File: src/rtl/stream_mux_4_to_1.sv
`default_nettype none
// ============================================================================
// Module   : stream_mux_4_to_1
// Brief    : Round-robin 4:1 valid/ready stream merge with packet locking;
//            each output beat is tagged with its source channel index.
// Revision : 1.0
// ============================================================================
module stream_mux_4_to_1 #(
    parameter int WIDTH = 8
) (
    input  logic               clk,
    input  logic               rst_n,
    input  logic [3:0]         i_in_valid,
    input  logic [4*WIDTH-1:0] i_in_data,
    input  logic [3:0]         i_in_last,
    output logic [3:0]         o_in_ready,
    output logic               o_out_valid,
    output logic [WIDTH-1:0]   o_out_data,
    output logic               o_out_last,
    output logic [1:0]         o_out_sel,
    input  logic               i_out_ready
);

    typedef enum logic [0:0] {
        ST_ARB  = 1'b0,
        ST_LOCK = 1'b1
    } state_t;

    state_t           r_state;
    logic [1:0]       r_owner;
    logic [1:0]       r_last_grant;
    logic             r_out_valid;
    logic [WIDTH-1:0] r_out_data;
    logic             r_out_last;
    logic [1:0]       r_out_sel;

    logic [WIDTH-1:0] w_ch_data [4];
    logic             w_found;
    logic [1:0]       w_sel;
    logic [1:0]       w_cand;
    logic [3:0]       w_grant;
    logic             w_can_load;
    logic             w_xfer;
    logic             w_sel_last;

    for (genvar g = 0; g < 4; g++) begin : g_unpack
        assign w_ch_data[g] = i_in_data[g*WIDTH +: WIDTH];
    end

    // Search starts just after the last winner, so the most recent winner
    // has the lowest priority on the next arbitration.
    always_comb begin
        w_found = 1'b0;
        w_sel   = 2'd0;
        w_cand  = 2'd0;
        if (r_state == ST_LOCK) begin
            w_found = i_in_valid[r_owner];
            w_sel   = r_owner;
        end else begin
            for (int k = 1; k <= 4; k++) begin
                w_cand = r_last_grant + 2'(k);
                if (!w_found && i_in_valid[w_cand]) begin
                    w_found = 1'b1;
                    w_sel   = w_cand;
                end
            end
        end
    end

    assign w_grant    = w_found ? (4'b0001 << w_sel) : 4'b0000;
    assign w_can_load = !r_out_valid || i_out_ready;
    // rst_n gates the handshake so no channel sees ready while in reset.
    assign w_xfer     = w_found && w_can_load && rst_n;
    assign o_in_ready = w_xfer ? w_grant : 4'b0000;
    assign w_sel_last = i_in_last[w_sel];

    always_ff @(posedge clk or negedge rst_n) begin
        if (!rst_n) begin
            r_state      <= ST_ARB;
            r_owner      <= 2'd0;
            r_last_grant <= 2'd3;
            r_out_valid  <= 1'b0;
            r_out_data   <= '0;
            r_out_last   <= 1'b0;
            r_out_sel    <= 2'd0;
        end else begin
            if (w_xfer) begin
                r_out_valid <= 1'b1;
                r_out_data  <= w_ch_data[w_sel];
                r_out_last  <= w_sel_last;
                r_out_sel   <= w_sel;
                case (r_state)
                    ST_ARB: begin
                        if (w_sel_last) begin
                            r_last_grant <= w_sel;
                        end else begin
                            r_state <= ST_LOCK;
                            r_owner <= w_sel;
                        end
                    end
                    ST_LOCK: begin
                        if (w_sel_last) begin
                            r_state      <= ST_ARB;
                            r_last_grant <= r_owner;
                        end
                    end
                    default: r_state <= ST_ARB;
                endcase
            end else if (i_out_ready) begin
                r_out_valid <= 1'b0;
            end
        end
    end

    assign o_out_valid = r_out_valid;
    assign o_out_data  = r_out_data;
    assign o_out_last  = r_out_last;
    assign o_out_sel   = r_out_sel;

endmodule
`default_nettype wire

File: config.mk
export PLATFORM = sky130hd
export DESIGN_NAME = stream_mux_4_to_1
export DESIGN_NICKNAME = d
export VERILOG_FILES = /design/src/rtl/stream_mux_4_to_1.sv
export SDC_FILE = /design/constraint.sdc
export NUM_CORES = 1
export LEC_CHECK = 0
export BUFFER_PORTS_ARGS = -buffer_cell sky130_fd_sc_hd__buf_4
export CAP_MARGIN = 20
export CORE_MARGIN = 5
export CORE_UTILIZATION = 40
export CTS_BUF_LIST = sky130_fd_sc_hd__clkbuf_16
export CTS_CLUSTER_DIAMETER = 50
export CTS_CLUSTER_SIZE = 25
export DETAILED_ROUTE_END_ITERATION = 8
export PLACE_DENSITY = 0.75
export SETUP_SLACK_MARGIN = 0.3
export SLEW_MARGIN = 20
export SYNTH_ARGS = -nofsm -noshare
export SYNTH_HDL_FRONTEND = slang
export SYNTH_SLANG_ARGS = --single-unit
File: constraint.sdc
create_clock -name clk -period 3 [get_ports clk]
set_input_delay 0.6 -clock clk [delete_from_list [all_inputs] [get_ports clk]]
set_output_delay 0.6 -clock clk [all_outputs]
set_load 0.05 [all_outputs]
==> results.md <==
- Measured along the y axis, the die boundary spans 65.1 um.
- The synthesized netlist devotes 29.3% of its cell area to compound gates.
- The clock edge transition at the registers on the reported setup and hold paths is 50 ps.
- Data arrives at the worst endpoint at 2060 ps.
- The areal power density over the cells is 1160 mW/mm^2.
- The number of slew-limit violations in the final report is 0.
- Input and output buffers added on the ports amount to 58.
- The initial antenna violation count is 0.
- The sum of routed wire length over all layers is 3.72 mm.
- The area of all placed cells without fillers is 0.00192 mm^2.
- For the worst-skew pair, the clock arrives at the later sink with an insertion delay of 240 ps.
- Cells with a size suffix above 1 make up 47.6% of the layout.
- The total of warnings raised by yosys is 0.
- The worst hold-check slack is 310 ps.
- The type of the tightest min-delay check is in -> async.
- The routed wire length per instance is 15.6 um.
- The average vias per placed instance is 5.74.
- The critical-path cell with the highest stage delay is or4_4.
- The adder-cell area share of the yosys netlist is 0%.
- The clock sink count is 17.
- The cell count after synthesis came out at 141.
- In this run, post-CTS hold repair placed 0 buffers.
- The number of nets still failing antenna checks after routing is 0.
- The share of the core filled with cells is 64.4%.
- For this design the static power due to leakage is 0.905 nW.
- Measured against the total synthesized area, the mux share comes to 10.1%.
- The count of cell types in the netlist is 41.
- In the routed design, unresolved DRC markers number 0.
- The via count of the first global-routing pass is 1,324.
- The hold violation total from the final report was 0.
- At the end of routability-driven placement, the weighted congestion stood at 0.840.
- The final setup violation count is 0.
- The number of antenna diodes in the final layout is 0.
- The delay of the slowest cell on the worst path is 550 ps.
- The sum of overflow across all layers after global routing is 0.
- The run finished with clean final reports.
- The area enclosed by the die boundary is 0.00424 mm^2.
- In this run the worst path has a maximum fanout of 5.
- TritonCTS built the clock tree.
- The die is 65.1 um wide.
- Summing all placed instances gives a cell area of 0.00174 mm^2.
- For the worst setup path, the data required time is 2400 ps.
- The area fraction in and, or, nand and nor cells after synthesis is 21.3%.
- The clock tree skew after final layout is 0.462 ps.
- The total routing usage reported by global routing is 17.8%.
- Synthesis produced a netlist with a net count of 184.
- The critical path goes through buf_4, or4_4, and2_4, a22oi_4, nand2_4, nor2_4, buf_8.
- The count of maximum capacitance violations is 0.
- STA classifies the critical path endpoint as an output pin.
- Of the available clock period, the critical path in the final layout requires 88.6%.
- A synthesized cell averages 8.61 um^2.
- Setup total negative slack on the finished layout was measured at 0 ps.
- Clock tree synthesis selected as its root buffer the cell clkbuf_16.
- The mapped netlist covers 0.00121 mm^2.
- The initial core utilization is 40.8%.
- The clock period could shrink to 2660 ps.
- After synthesis, the largest family of logic cells by area is compound AO/OA/AOI/OAI gates.
- Headroom to the max-slew limit came out at 55.0%.
- The total placed cells including tap cells is 229.
- The worst setup path is launched from an input port.
- The number of buffers created by CTS is 3.
- The number of violations reported at the end of detailed-routing iteration 0 is 57.
- The worst setup margin is 343 ps.
- Total power for the finished layout comes to 2.22 mW.
- The number of top-level design ports is 59.
- The kind of critical path is in -> out.
- The flip-flop and latch count after synthesis is 17.
- Setup repair after global routing could not meet its margin everywhere.
- The fraction of synthesized cell area in xor and xnor cells is 0%.
- The post-synthesis sequential area ratio is 35.3%.
- The final net count is 250.
- The longest clock path from root to sink contains 2 buffers.
- The total number of vias is 1,371.
- The maximum vdd drop is 0.761 mV.
- The highest achievable clock rate is 376 MHz.
- From synthesis to final layout, the design area changed by 58.0%.
- Entering global routing, the biggest net connects 20 pins.
- The number of non-filler instances in the completed layout is 239.
- The wire length of the first global-routing pass is 5.98 mm.
- The HPWL after detailed placement is 2.84 mm.
- The pin slew with the least headroom to its limit is 672 ps.
- The number of standard-cell rows in the floorplan is 20.
- The number of iterations in the first detailed-routing pass is 4.
- The minimum setup slack after placement is 287 ps.
- The placeable core region is 0.00298 mm^2.
- In this run the number of H-tree levels came out at 1.
-- report_power, final --
group          leakage, nW  internal, mW  switching, mW
sequential           0.193         0.353          0.109
clock               0.0423         0.177         0.0829
combinational        0.669         0.606          0.893
-- synthesized netlist by cell type --
library cell,instances,area [um^2]
and2_4,1,8.76
dfrtp_1,15,375
and3b_1,1,8.76
o22a_1,1,8.76
o22ai_1,4,25.0
o41ai_1,1,8.76
inv_1,1,3.75
or4_4,1,11.3
or3_1,1,6.26
o211a_1,1,10.0
a22oi_4,1,21.3
nand2_1,24,90.1
mux2_2,1,11.3
a21o_1,2,15.0
o21a_1,2,15.0
buf_2,3,15.0
nor2_1,15,56.3
a21oi_1,10,50.1
o21bai_1,1,7.51
clkbuf_1,5,18.8
or2_1,1,6.26
mux4_1,1,26.3
mux2i_1,7,70.1
a221o_1,1,10.0
a31o_1,1,8.76
nor3_1,3,15.0
dfstp_2,2,52.6
nand2b_1,4,25.0
a22o_1,1,8.76
o41a_1,1,11.3
or3b_2,1,8.76
nor3b_1,1,7.51
o21ai_0,5,25.0
buf_6,1,11.3
nand3_1,1,5.00
mux2_4,1,15.0
a31o_2,6,52.6
or4b_1,1,10.0
a22oi_1,1,7.51
a31oi_1,8,50.1
a311o_1,2,20.0
-- cells by family (layout without fill, tap and decap cells) --
family / Yosys count / after routing
AND/OR/NAND/NOR: 55 / 55
flip-flops: 17 / 17
AO/OA/AOI/OAI: 49 / 49
buffers and inverters: 10 / 75
multiplexers: 10 / 10
-- worst max-delay path, delay by kind of cell --
kind | cells | cell delay, ps
compound gates | 1 | 190
buf+inv | 2 | 280
simple gates | 4 | 980
-- cell type report --
class                      count  area, um^2
inverter                       1        3.75
multi-input combinational    114         818
tap                           33        41.3
timing repair buffer          70         548
sequential                    17         428
fill                         231        1060
clock inverter                 1        3.75
clock buffer                   3        75.1
-- state kept, by name (all words and copies together), names as in the netlist --
signal	cells
o_out_sel	2
r_owner	2
r_state	1
o_out_last	1
r_last_grant	2
o_out_data	8
o_out_valid	1
-- worst paths after layout --
check,startpoint,end,slack (ps),depth (start not counted)
max in group asynchronous,rst_n,r_last_grant[0]$_DFFE_PN1P_,2430,2
max reg2reg,r_last_grant[1]$_DFFE_PN1P_,r_owner[0]$_DFFE_PN0P_,440,7
min,rst_n,r_owner[0]$_DFFE_PN0P_,310,2
min in group clk,o_out_last$_DFFE_PN0P_,o_out_last$_DFFE_PN0P_,490,1
max,i_in_valid[0],o_in_ready[0],340,7
min reg2reg,o_out_last$_DFFE_PN0P_,o_out_last$_DFFE_PN0P_,490,1
-- layer usage --
metal	track usage, %	up-vias	part of all wire [%]
li1	-	656	-
met1	22.4	664	39
met2	30.1	43	52
met3	5.03	8	6.7
met4	4.15	0	2.0
met5	0	-	0
-- cell usage in the layout (no fill, tap or decap), types with 2 or more instances in the layout --
master | Yosys | routed
nor3_2 | 0 | 3
o21a_1 | 2 | 2
buf_6 | 1 | 4
mux2i_1 | 7 | 6
a21o_1 | 2 | 2
nand2b_1 | 4 | 4
o21ai_0 | 5 | 5
dfrtp_1 | 15 | 15
nor2_1 | 15 | 13
nor2_4 | 0 | 2
inv_1 | 1 | 2
clkbuf_16 | 0 | 3
nand2_1 | 24 | 23
buf_4 | 0 | 65
dfstp_2 | 2 | 2
a31oi_1 | 8 | 8
a311o_1 | 2 | 2
a31o_2 | 6 | 6
a21oi_1 | 10 | 10
o22ai_1 | 4 | 3
-- what timing repair did --
item / CTS / global route
pin swaps: 2 / 6
buffers inserted: 1 / 5
setup endpoints to repair: 4 / 4
resized for setup: 5 / 8
Power figures use the tool's default switching activity.
